<file path="src/rtl/systolic_seq_ctrl_if.sv">
// systolic_seq_ctrl_if: command handshake, operand-buffer read port and array
// feed/enable lines of the systolic sequencing controller.
// The abort line exists only when SYSTOLIC_SEQ_ABORT_EN is defined.
interface systolic_seq_ctrl_if #(
  parameter int DATA_WIDTH = 32,
  parameter int N          = 3,
  parameter int K_WIDTH    = 8
);
  logic                    start;
  logic [K_WIDTH-1:0]      k_len;
  logic                    busy;
  logic                    done;
  logic                    rd_en;
  logic [K_WIDTH-1:0]      rd_addr;
  logic [DATA_WIDTH*N-1:0] a_rd_data;
  logic [DATA_WIDTH*N-1:0] b_rd_data;
  logic [DATA_WIDTH*N-1:0] a_feed;
  logic [DATA_WIDTH*N-1:0] b_feed;
  logic                    mac_clr;
  logic                    mac_en;
`ifdef SYSTOLIC_SEQ_ABORT_EN
  logic                    abort;

  // Controller side.
  modport slave (
    input  start, k_len, a_rd_data, b_rd_data, abort,
    output busy, done, rd_en, rd_addr, a_feed, b_feed, mac_clr, mac_en
  );
  // Host / operand buffer / array side.
  modport master (
    output start, k_len, a_rd_data, b_rd_data, abort,
    input  busy, done, rd_en, rd_addr, a_feed, b_feed, mac_clr, mac_en
  );
`else
  // Controller side.
  modport slave (
    input  start, k_len, a_rd_data, b_rd_data,
    output busy, done, rd_en, rd_addr, a_feed, b_feed, mac_clr, mac_en
  );
  // Host / operand buffer / array side.
  modport master (
    output start, k_len, a_rd_data, b_rd_data,
    input  busy, done, rd_en, rd_addr, a_feed, b_feed, mac_clr, mac_en
  );
`endif
endinterface

</file>
<file path="src/rtl/systolic_seq_ctrl.sv">
// systolic_seq_ctrl: sequences one N x N systolic MAC job
// (clear -> fetch K slices -> diagonal skew -> drain -> done pulse).
// Optional feature: define SYSTOLIC_SEQ_ABORT_EN to add the abort input,
// which cancels a job in CLEAR/FEED/DRAIN without a done pulse.
module systolic_seq_ctrl #(
  parameter int DATA_WIDTH = 32,
  parameter int N          = 3,
  parameter int K_WIDTH    = 8
) (
  input logic               clk,
  input logic               rst_n,
  systolic_seq_ctrl_if.slave bus
);

  typedef enum logic [2:0] {S_IDLE, S_CLEAR, S_FEED, S_DRAIN, S_DONE} state_e;

  // Drain lasts 2N cycles: read latency, worst-case skew and the MAC itself.
  localparam int                DCNT_W    = (2 * N > 1) ? $clog2(2 * N) : 1;
  localparam logic [DCNT_W-1:0] DCNT_LAST = DCNT_W'(2 * N - 1);

  state_e              state_q;
  logic [K_WIDTH-1:0]  k_q;
  logic [DCNT_W-1:0]   dcnt_q;
  logic                busy_q;
  logic                done_q;
  logic                rd_en_q;
  logic [K_WIDTH-1:0]  rd_addr_q;
  logic                mac_clr_q;
  logic                mac_en_q;
  logic                rd_vld_q;
  logic                abort_req;
  logic                abort_go;

`ifdef SYSTOLIC_SEQ_ABORT_EN
  assign abort_req = bus.abort;
`else
  assign abort_req = 1'b0;
`endif

  // Abort only has an effect while a job is actually in flight.
  assign abort_go = abort_req &&
                    ((state_q == S_CLEAR) || (state_q == S_FEED) || (state_q == S_DRAIN));

  // Job FSM with registered outputs that already reflect the next state.
  always_ff @(posedge clk or negedge rst_n) begin
    if (!rst_n) begin
      state_q   <= S_IDLE;
      k_q       <= '0;
      dcnt_q    <= '0;
      busy_q    <= 1'b0;
      done_q    <= 1'b0;
      rd_en_q   <= 1'b0;
      rd_addr_q <= '0;
      mac_clr_q <= 1'b0;
      mac_en_q  <= 1'b0;
    end else if (abort_go) begin
      state_q   <= S_IDLE;
      k_q       <= '0;
      dcnt_q    <= '0;
      busy_q    <= 1'b0;
      done_q    <= 1'b0;
      rd_en_q   <= 1'b0;
      rd_addr_q <= '0;
      mac_clr_q <= 1'b0;
      mac_en_q  <= 1'b0;
    end else begin
      case (state_q)
        S_IDLE: begin
          // A zero-length command would never produce data; drop it.
          if (bus.start && (bus.k_len != '0)) begin
            state_q   <= S_CLEAR;
            k_q       <= bus.k_len;
            busy_q    <= 1'b1;
            mac_clr_q <= 1'b1;
          end
        end
        S_CLEAR: begin
          state_q   <= S_FEED;
          mac_clr_q <= 1'b0;
          mac_en_q  <= 1'b1;
          rd_en_q   <= 1'b1;
          rd_addr_q <= '0;
        end
        S_FEED: begin
          if (rd_addr_q == k_q - K_WIDTH'(1)) begin
            state_q   <= S_DRAIN;
            rd_en_q   <= 1'b0;
            rd_addr_q <= '0;
            dcnt_q    <= '0;
          end else begin
            rd_addr_q <= rd_addr_q + K_WIDTH'(1);
          end
        end
        S_DRAIN: begin
          if (dcnt_q == DCNT_LAST) begin
            state_q  <= S_DONE;
            mac_en_q <= 1'b0;
            done_q   <= 1'b1;
          end else begin
            dcnt_q <= dcnt_q + DCNT_W'(1);
          end
        end
        S_DONE: begin
          state_q <= S_IDLE;
          done_q  <= 1'b0;
          busy_q  <= 1'b0;
        end
        default: state_q <= S_IDLE;
      endcase
    end
  end

  // Read data returns one cycle after rd_en; this marks it valid for lane 0.
  always_ff @(posedge clk or negedge rst_n) begin
    if (!rst_n) begin
      rd_vld_q <= 1'b0;
    end else if (abort_go) begin
      rd_vld_q <= 1'b0;
    end else begin
      rd_vld_q <= rd_en_q;
    end
  end

  // Per-lane skew: lane gi is delayed gi cycles so the array sees a diagonal wavefront.
  for (genvar gi = 0; gi < N; gi++) begin : g_lane
    logic [DATA_WIDTH-1:0] a_in;
    logic [DATA_WIDTH-1:0] b_in;
    logic [DATA_WIDTH-1:0] a_out;
    logic [DATA_WIDTH-1:0] b_out;

    assign a_in = bus.a_rd_data[gi*DATA_WIDTH +: DATA_WIDTH];
    assign b_in = bus.b_rd_data[gi*DATA_WIDTH +: DATA_WIDTH];

    if (gi == 0) begin : g_direct
      // Lane 0 has no delay; invalid cycles drive zero so accumulators add nothing.
      assign a_out = rd_vld_q ? a_in : '0;
      assign b_out = rd_vld_q ? b_in : '0;
    end else begin : g_skew
      logic                  vld_q [gi];
      logic [DATA_WIDTH-1:0] a_q   [gi];
      logic [DATA_WIDTH-1:0] b_q   [gi];

      // Shift valid and data through gi stages; abort flushes the chain.
      always_ff @(posedge clk or negedge rst_n) begin
        if (!rst_n) begin
          for (int s = 0; s < gi; s++) begin
            vld_q[s] <= 1'b0;
            a_q[s]   <= '0;
            b_q[s]   <= '0;
          end
        end else if (abort_go) begin
          for (int s = 0; s < gi; s++) begin
            vld_q[s] <= 1'b0;
            a_q[s]   <= '0;
            b_q[s]   <= '0;
          end
        end else begin
          vld_q[0] <= rd_vld_q;
          a_q[0]   <= a_in;
          b_q[0]   <= b_in;
          for (int s = 1; s < gi; s++) begin
            vld_q[s] <= vld_q[s-1];
            a_q[s]   <= a_q[s-1];
            b_q[s]   <= b_q[s-1];
          end
        end
      end

      assign a_out = vld_q[gi-1] ? a_q[gi-1] : '0;
      assign b_out = vld_q[gi-1] ? b_q[gi-1] : '0;
    end

    assign bus.a_feed[gi*DATA_WIDTH +: DATA_WIDTH] = a_out;
    assign bus.b_feed[gi*DATA_WIDTH +: DATA_WIDTH] = b_out;
  end

  assign bus.busy    = busy_q;
  assign bus.done    = done_q;
  assign bus.rd_en   = rd_en_q;
  assign bus.rd_addr = rd_addr_q;
  assign bus.mac_clr = mac_clr_q;
  assign bus.mac_en  = mac_en_q;

endmodule

</file>
<file path="src/flat_wrapper.sv">
// flat-port wrapper written by rule: the top's interface ports become plain ports
module systolic_seq_ctrl_flat 
#(
  parameter int DATA_WIDTH = 32,
  parameter int N          = 3,
  parameter int K_WIDTH    = 8
)
  (clk, rst_n, bus_start, bus_k_len, bus_a_rd_data, bus_b_rd_data, bus_busy, bus_done, bus_rd_en, bus_rd_addr, bus_a_feed, bus_b_feed, bus_mac_clr, bus_mac_en);
  systolic_seq_ctrl_if #(.DATA_WIDTH(DATA_WIDTH), .N(N), .K_WIDTH(K_WIDTH)) bus_i ();
  input logic clk;
  input logic rst_n;
  input wire logic [$bits(bus_i.start)-1:0] bus_start;
  input wire logic [$bits(bus_i.k_len)-1:0] bus_k_len;
  input wire logic [$bits(bus_i.a_rd_data)-1:0] bus_a_rd_data;
  input wire logic [$bits(bus_i.b_rd_data)-1:0] bus_b_rd_data;
  output wire logic [$bits(bus_i.busy)-1:0] bus_busy;
  output wire logic [$bits(bus_i.done)-1:0] bus_done;
  output wire logic [$bits(bus_i.rd_en)-1:0] bus_rd_en;
  output wire logic [$bits(bus_i.rd_addr)-1:0] bus_rd_addr;
  output wire logic [$bits(bus_i.a_feed)-1:0] bus_a_feed;
  output wire logic [$bits(bus_i.b_feed)-1:0] bus_b_feed;
  output wire logic [$bits(bus_i.mac_clr)-1:0] bus_mac_clr;
  output wire logic [$bits(bus_i.mac_en)-1:0] bus_mac_en;
  assign bus_i.start = bus_start;
  assign bus_i.k_len = bus_k_len;
  assign bus_i.a_rd_data = bus_a_rd_data;
  assign bus_i.b_rd_data = bus_b_rd_data;
  assign bus_busy = bus_i.busy;
  assign bus_done = bus_i.done;
  assign bus_rd_en = bus_i.rd_en;
  assign bus_rd_addr = bus_i.rd_addr;
  assign bus_a_feed = bus_i.a_feed;
  assign bus_b_feed = bus_i.b_feed;
  assign bus_mac_clr = bus_i.mac_clr;
  assign bus_mac_en = bus_i.mac_en;
  systolic_seq_ctrl #(.DATA_WIDTH(DATA_WIDTH), .N(N), .K_WIDTH(K_WIDTH)) u_core (.clk(clk), .rst_n(rst_n), .bus(bus_i));
endmodule
</file>
<file path="config.mk">
export PLATFORM = sky130hd
export DESIGN_NAME = systolic_seq_ctrl_flat
export DESIGN_NICKNAME = d
export VERILOG_FILES = /design/src/rtl/systolic_seq_ctrl_if.sv /design/src/rtl/systolic_seq_ctrl.sv /design/src/flat_wrapper.sv
export SDC_FILE = /design/constraint.sdc
export NUM_CORES = 1
export LEC_CHECK = 0
export CAP_MARGIN = 30
export CORE_MARGIN = 2
export CORE_UTILIZATION = 31
export CTS_BUF_LIST = sky130_fd_sc_hd__clkbuf_2 sky130_fd_sc_hd__clkbuf_4 sky130_fd_sc_hd__clkbuf_8
export CTS_CLUSTER_DIAMETER = 60
export DETAILED_ROUTE_END_ITERATION = 6
export PLACE_DENSITY_LB_ADDON = 0.05
export SETUP_SLACK_MARGIN = 0.1
export SLEW_MARGIN = 15
export SYNTH_ARGS = -nofsm -noshare
export SYNTH_HDL_FRONTEND = slang
export SYNTH_SLANG_ARGS = --single-unit
</file>
<file path="constraint.sdc">
create_clock -name clk -period 3.6 [get_ports clk]
set_clock_uncertainty 0.05 [all_clocks]
set_input_delay 1.08 -clock clk [delete_from_list [all_inputs] [get_ports clk]]
set_output_delay 1.08 -clock clk [all_outputs]
set_load 0.005 [all_outputs]
</file>
==> results by group, run 1 <==
Clock network
  – Clock latency at the later pin of the worst-skew pair: 0.53 ns
  – CTS buffer count: 39
  – Setup Buffers After CTS: 0
  – H-tree depth: 2
  – Clk slew on worst S/H paths: approximately 0.06 ns
  – # hold bufs at CTS: 0
  – CTS tree: built
  – Clk buf depth: 3
  – Clock Sinks: about 220
  – Clock Root Buffer: clkbuf_8
  – Cts repair resizes: 0

Logic synthesis
  – Avg Inst Size Synth: 13.8 sq um
  – Synth area leaders: dfrtp_1, and2_1, clkbuf_1, mux2_2, ha_1
  – Yosys top cell by area: dfrtp_1
  – Primary FF master, synth: dfrtp_1
  – Post-Synth Simple-Gate Area: 19.6%
  – Post-synth ARST share: 100%
  – YS warnings: 0
  – Mux contribution to synthesized area: under 10%
  – Post-synthesis cell area: roughly 0.0077 sq mm
  – Adder-cell share of the synthesized area: less than 1%
  – Synth unique cells: between 40 and 50
  – Mapped Cells: approximately 550
  – Largest family of logic cells by synthesized area: simple AND/OR/NAND/NOR gates
  – Compound-cell area share of the yosys netlist: between 2 and 3%
  – Post-Synth XOR/XNOR Area: roughly 1.3%
  – Register area share after synthesis: between 70 and 80%
  – Post-synth EDFFs: 0
  – Top cell type's share of synthesized area: between 70% and 80%
  – Syn_nets: around 760
  – #FFs+latches synth: 222

Hold path
  – HP Class: register to register

Pwr
  – Pwr Total: 6970 uW
  – Leak: 0.00540 uW
  – P per Cell Area: between 500 and 600 mW/mm^2
  – Max rail drop VDD: 0.276 mV

Setup path
  – Worst Path Buf+Inv: 2
  – Worst R2R Path Depth: 6
  – CP Max Fanout: 1
  – Worst reg2reg setup slack: ~1.1 ns
  – Critical path's most frequent cell: clkdlybuf4s50_1
  – Max stage delay on crit path: about 0.5 ns
  – Startpoint Class: input pin
  – Crit path arrival time: 2.23 ns
  – Worst path top cell family by delay: buffers and inverters
  – CP endpoint: bus_b_feed[4]
  – Worst EP required: ~2.5 ns
  – Reg-to-Reg Start: u_core.k_q[0]$_DFFE_PN0P_
  – Crit. End Element: output pin
  – Worst path depth: 3
  – Crit path from: bus_b_rd_data[4]
  – Crit-path cells: clkdlybuf4s50_1 -> and2_1 -> clkdlybuf4s50_1
  – Crit path kind: input pin to output pin
  – Crit Reg-Reg Endpoint: u_core.bus.rd_addr[6]$_DFFE_PN0N_
  – Critical-path top delay cell: clkdlybuf4s50_1

Die
  – Core Area: around 0.024 sq mm
  – Cell row count: 57
  – Top Ports: 408
  – Die area: about 0.026 sq mm
  – Starting Density: 31.5%
  – Die Span X: roughly 160 um
  – Chip Height: around 160 um

GRT
  – Largest net degree at the start of global routing: 88
  – GRT overflow: 0
  – Total GRT Usage: 18.7%
  – First-pass GRT wire length: about 37000 um
  – Vias in the first global route: roughly 6400
  – Initial antenna violation count: 7

Run
  – Max Cap Violations: 0

Route
  – 1st-iter DRT viols: just over 300
  – Vias per std cell: about 4.2
  – Post-route DRC violation count: 0
  – Vias: approximately 5700
  – Drt pass-1 iters: 4
  – Post-Route WL: around 24000 um
  – Drt wl/cell: 18.2 um
  – ANT nets after route: 0

Place
  – Post-DP Area: between 0.01 and 0.015 sq mm
  – Detailed Place HPWL: approximately 18000 um
  – Routability congestion estimate from global placement: around 0.80
  – Number of port buffers: between 400 and 500

Outcome
  – Status: finished, final reports clean

Finish
  – Nets: between 1000 and 1500
  – Area grow syn2layout: 69.5%
  – Design area: between 0.01 and 0.015 sq mm
  – Fraction of layout cells with a size suffix above 1: approximately 8.9%
  – Fillcell total: 2124
  – Final core occ: about 53%

STA
  – RSZ-0062 raised after global routing: no
  – Setup TNS: 0 ns
  – Setup-failing EPs final: 0
  – Min cycle time layout: 3.36 ns
  – Max-slew headroom: about 56%
  – Period utilization: 93.3%
  – Worst Tran Pin Value: 0.666 ns
  – Hold Worst Slack: 0.279 ns
  – Hold Vio Cnt, Final: 0
  – Fin. max-slew vios: 0
  – Maximum achievable frequency: slightly below 0.3 GHz
## how the worst min path moves through the flow
stage,from,end,slack [ns],cells past startpoint
finish,u_core.g_lane[2].g_skew.b_q[63]$_DFF_PN0_,u_core.g_lane[2].g_skew.b_q[31]$_DFF_PN0_,0.28,0
global route,u_core.g_lane[2].g_skew.a_q[55]$_DFF_PN0_,u_core.g_lane[2].g_skew.a_q[23]$_DFF_PN0_,0.29,0
CTS,u_core.g_lane[2].g_skew.b_q[63]$_DFF_PN0_,u_core.g_lane[2].g_skew.b_q[31]$_DFF_PN0_,0.28,0
detailed placement,u_core.g_lane[2].g_skew.a_q[51]$_DFF_PN0_,u_core.g_lane[2].g_skew.a_q[19]$_DFF_PN0_,0.28,0
global placement,u_core.g_lane[2].g_skew.a_q[60]$_DFF_PN0_,u_core.g_lane[2].g_skew.a_q[28]$_DFF_PN0_,0.28,0
floorplan,u_core.g_lane[2].g_skew.a_q[32]$_DFF_PN0_,u_core.g_lane[2].g_skew.a_q[0]$_DFF_PN0_,0.28,0
## per-layer routing
layer | GRT usage [%] | routed length, um | share of wire (%) | vias to the layer above
met5 | 0 | 16 | 0.066 | -
met4 | 6.70 | 437 | 1.8 | 2
met3 | 6.57 | 2040 | 8.4 | 34
met2 | 33.8 | 13100 | 54 | 253
met1 | 20.2 | 8760 | 36 | 2740
li1 | - | - | - | 2636
## cells in the final DEF, fill, tap and decap left out, types with 2 or more instances in the layout
master           count
o21ai_0              4
nand4_1              2
o311ai_1             2
inv_1                5
nor3_1               4
mux2i_1              4
and3_1               2
clkbuf_8            48
xor2_1               4
a32o_1               2
o21a_1               2
buf_12               3
clkdlybuf4s50_1    406
clkinv_2             3
ha_1                 4
clkbuf_4            14
nor2_1              13
mux2_2               8
buf_4                5
nand2_1             13
o211ai_1             2
a21oi_1              2
xnor2_1              5
diode_2              4
and2_1             193
dfrtp_1            222
or4_1                3
a31oi_1              4
nand3_1              8
nand2b_1             2
## logic make-up after synthesis
logic type / Yosys count
simple gates: 248
flops: 222
buf+inv: 32
compound gates: 26
mux: 12
xor+xnor: 10
fa+ha+maj: 4
## where the power goes
group / leakage [uW] / switching [uW] / internal, uW
logic: 0.00236 / 642 / 1010
registers: 0.00259 / 176 / 2720
clock network: 0.000447 / 998 / 1430
total: 0.00540 / 1820 / 5160
## cells in the mapped netlist (2+ instances only)
cell type,n
dfrtp_1,222
and2_1,193
clkbuf_1,24
nand2_1,13
nor2_1,13
mux2_2,8
nand3_1,8
inv_1,5
xnor2_1,5
a31oi_1,4
ha_1,4
mux2i_1,4
nor3_1,4
o21ai_0,4
xor2_1,4
or4_1,3
a21oi_1,2
a32o_1,2
and3_1,2
nand2b_1,2
nand4_1,2
o211ai_1,2
o21a_1,2
o311ai_1,2
## metrics by stage
stage | cells | setup WS, ns
after global routing | 1339 | 0.213
after CTS | 1335 | 0.211
after global placement | 1266 | 0.198
final | 1339 | 0.240
after detailed placement | 1266 | 0.201
after floorplan | 554 | 0.854
## final cells by class
class	count	area, sq um	area share, %
multi-input cells	300	1970	15.2
flip-flops and latches	222	5560	42.8
well taps	324	405	3.12
diodes	4	10.0	0.0771
clock buffers	62	766	5.90
inverters	5	18.8	0.145
repair buffers	415	4180	32.2
clock inverters	7	77.6	0.598
## sequential cells by signal (all words and copies together), names as in the netlist
| signal | cells |
|---|---|
| u_core.dcnt_q | 3 |
| u_core.g_lane.g_skew.a_q | 96 |
| u_core.g_lane.g_skew.b_q | 96 |
| u_core.bus.busy | 1 |
| u_core.rd_vld_q | 1 |
| u_core.k_q | 8 |
| u_core.g_lane.g_skew.vld_q | 2 |
| u_core.bus.mac_en | 1 |
| u_core.bus.mac_clr | 1 |
| u_core.bus.rd_addr | 8 |
| u_core.bus.rd_en | 1 |
| u_core.bus.done | 1 |
| u_core.state_q | 3 |
(Power assumes the default switching activity.)
==> run 2: changes to the inputs <==
Settings changed: ABC_AREA from default to 1, MAX_ROUTING_LAYER from default to met4, PLACE_DENSITY from default to 0.66, PLACE_DENSITY_LB_ADDON 0.05 to default.
==> run 2 against run 1 <==
Compared with the run above: first-iteration DRC count is 11% higher; synthesized cell count is 46% higher; hold slack better by 0.017 ns; cell count is 20% higher; design area is 1.9% higher; highest routed layer is now met4.
==> results by group, run 2 <==
Route
  – Drt pass-1 iters: 4 (unchanged)
  – Post-Route WL: 22000 um (-9.6%)
  – Vias per std cell: 3.93 (-7.1%)
  – 1st-iter DRT viols: 339 (+11%)
  – Drt wl/cell: 13.7 um (-24%)
  – Post-route DRC violation count: 0 (unchanged)
  – ANT nets after route: 0 (unchanged)
  – Vias: 6295 (+11%)

Setup path
  – Worst EP required: 2.47 ns (about the same)
  – Critical-path top delay cell: clkdlybuf4s50_1
  – Crit path arrival time: 2.23 ns (about the same)
  – Worst path top cell family by delay: buffers and inverters
  – Crit. End Element: output pin
  – CP Max Fanout: 1 (unchanged)
  – Max stage delay on crit path: 0.52 ns (about the same)
  – Worst Path Buf+Inv: 3 (+1)
  – Startpoint Class: input pin
  – Crit-path cells: clkdlybuf4s50_1 -> nand2_1 -> inv_1 -> clkdlybuf4s50_1
  – Crit path kind: input pin to output pin
  – Critical path's most frequent cell: clkdlybuf4s50_1

Finish
  – # diodes: 0 (-4)
  – Nets: 1452 (+22%)
  – Top flop regs: u_core.g_lane.g_skew.a_q (96), u_core.g_lane.g_skew.b_q (96)
  – Most frequent cells in the layout: clkdlybuf4s50_1, nand2_1, inv_1
  – Design area: 0.0132 sq mm (+1.9%)
  – Area grow syn2layout: 66.7%
  – Most common cell after layout, fill and taps aside: clkdlybuf4s50_1
  – Fraction of layout cells with a size suffix above 1: 7.23% (-1.7 points)

Place
  – Post-DP Area: 0.0125 sq mm (+2.7%)
  – Routability congestion estimate from global placement: 0.762 (-5.2%)
  – Number of port buffers: 407 (unchanged)
  – Pre-CTS setup slack: 0.242 ns (+0.0408 ns)
  – Detailed Place HPWL: 16800 um (-8.8%)

Logic synthesis
  – Post-synthesis cell area: 0.00794 sq mm (+3.7%)
  – YS warnings: 0 (unchanged)
  – Avg Inst Size Synth: 9.80 sq um (-29%)
  – Most frequent cells after synthesis: nand2_1, dfrtp_1, inv_1
  – Synth unique cells: 23 (-48%)
  – Count leader, synth: nand2_1
  – Yosys top cell by area: dfrtp_1
  – Synth area leaders: dfrtp_1, nand2_1, inv_1, nand3_1, nor2_1
  – Top cell type's share of synthesized area: 70.0% (-2.6 points)
  – Register area share after synthesis: 70.0% (-2.6 points)
  – Post-synth ARST share: 100% (unchanged)
  – Syn_nets: 1017 (+34%)
  – Primary FF master, synth: dfrtp_1
  – #FFs+latches synth: 222 (unchanged)
  – Mapped Cells: 810 (+46%)
  – Post-synth EDFFs: 0 (unchanged)

Die
  – Starting Density: 31.5% (+0.035 points)
  – Die Span X: 164 um (+1.8%)
  – Cell row count: 58 (+1.8%)
  – Chip Height: 164 um (+1.8%)
  – Die area: 0.0269 sq mm (+3.6%)
  – Top Ports: 408 (unchanged)
  – Core Area: 0.0252 sq mm (+3.5%)

Clock network
  – Clock latency at the later pin of the worst-skew pair: 0.52 ns (about the same)
  – H-tree depth: 2 (unchanged)
  – Setup Buffers After CTS: 0 (unchanged)
  – Clock Sinks: 222 (unchanged)
  – CTS buffer count: 38 (-2.6%)
  – CTS tree: built
  – Clk slew on worst S/H paths: 0.05 ns (about the same)
  – Cts repair resizes: 0 (unchanged)
  – # hold bufs at CTS: 0 (unchanged)
  – Clk buf depth: 3 (unchanged)
  – Clock Root Buffer: clkbuf_8

STA
  – Setup TNS: 0 ns (unchanged)
  – Worst Tran Pin Value: 0.659 ns (-0.00647 ns)
  – Min cycle time layout: 3.36 ns (-0.00212 ns)
  – Max-slew headroom: 55.9% (+0.31 points)
  – Hold Worst Slack: 0.296 ns (+0.0169 ns)
  – Maximum achievable frequency: 0.298 GHz (about the same)
  – RSZ-0062 raised after global routing: no
  – Post-route setup slack: 0.242 ns (+0.00212 ns)
  – Setup-failing EPs final: 0 (unchanged)
  – Period utilization: 93.3% (about the same)
  – Fin. max-slew vios: 0 (unchanged)
  – Hold Vio Cnt, Final: 0 (unchanged)

Hold path
  – HP Class: register to register

GRT
  – Initial antenna violation count: 0 (-7)
  – GRT overflow: 0 (unchanged)
  – Total GRT Usage: 16.1% (-2.6 points)
  – Vias in the first global route: 5946 (-6.7%)
  – Largest net degree at the start of global routing: 87 (-1.1%)
  – First-pass GRT wire length: 32600 um (-11%)

Run
  – Max Cap Violations: 0 (unchanged)

Pwr
  – Pwr Total: 5130 uW (-26%)
  – Leak: 0.00711 uW (+32%)
  – P per Cell Area: 388 mW/mm^2 (-28%)
  – Max rail drop VDD: 0.281 mV (+1.7%)

Outcome
  – Status: finished, final reports clean
==> run 2: worst paths after layout <==
| kind | from | to | slack, ns | cells past startpoint |
|---|---|---|---|---|
| min | u_core.g_lane[2].g_skew.a_q[49]$_DFF_PN0_ | u_core.g_lane[2].g_skew.a_q[17]$_DFF_PN0_ | 0.30 | 0 |
| min reg2reg | u_core.g_lane[2].g_skew.a_q[49]$_DFF_PN0_ | u_core.g_lane[2].g_skew.a_q[17]$_DFF_PN0_ | 0.30 | 0 |
| max | bus_a_rd_data[0] | bus_a_feed[0] | 0.24 | 4 |
| max reg2reg | u_core.k_q[0]$_DFFE_PN0P_ | u_core.state_q[1]$_DFFE_PN0P_ | 1.61 | 14 |
| max in group asynchronous | rst_n | u_core.rd_vld_q$_DFF_PN0_ | 2.19 | 2 |
| min in group asynchronous | rst_n | u_core.g_lane[2].g_skew.b_q[51]$_DFF_PN0_ | 0.51 | 1 |
==> run 2: cell families (layout without fill, tap and decap cells) <==
group	Yosys count	count (layout)	synth area share, %
flip-flops	222	222	70.0
XOR/XNOR	8	8	0.883
buffers and inverters	247	709	11.8
AO/OA/AOI/OAI	22	22	1.45
AND/OR/NAND/NOR	307	307	15.3
adder cells (fa/ha/maj)	4	4	0.631
==> run 2: final cells by class <==
| class | count | area [sq um] |
|---|---|---|
| tap | 330 | 413 |
| inverter | 224 | 841 |
| clock inverter | 12 | 83.8 |
| fill | 2253 | 12000 |
| clock buffer | 55 | 688 |
| timing repair buffer | 418 | 4200 |
| sequential | 222 | 5560 |
| multi-input combinational | 341 | 1450 |
==> run 2: stage by stage <==
stage / utilization [%] / instances
2_1_floorplan: - / 810
6_report: 52.5 / 1602
5_1_grt: 52.5 / 1602
4_1_cts: 52.5 / 1602
3_5_place_dp: 49.5 / 1535
3_3_place_gp: 49.5 / 1535
==> run 2: layer usage <==
| metal | global-route usage [%] | routed length [um] | vias to the layer above |
|---|---|---|---|
| li1 | - | - | 3146 |
| met1 | 19.9 | 8910 | 2880 |
| met2 | 25.9 | 10800 | 239 |
| met3 | 4.57 | 1900 | 30 |
| met4 | 4.55 | 369 | 0 |
| met5 | - | 0 | - |
==> run 2: report_power, final <==
part	internal [uW]	leakage [uW]	switching, uW	total (uW)
sequential	2610	0.00258	27.1	2630
clock	1250	0.000415	979	2220
combinational	195	0.00412	79.7	275
total	4050	0.00711	1090	5130
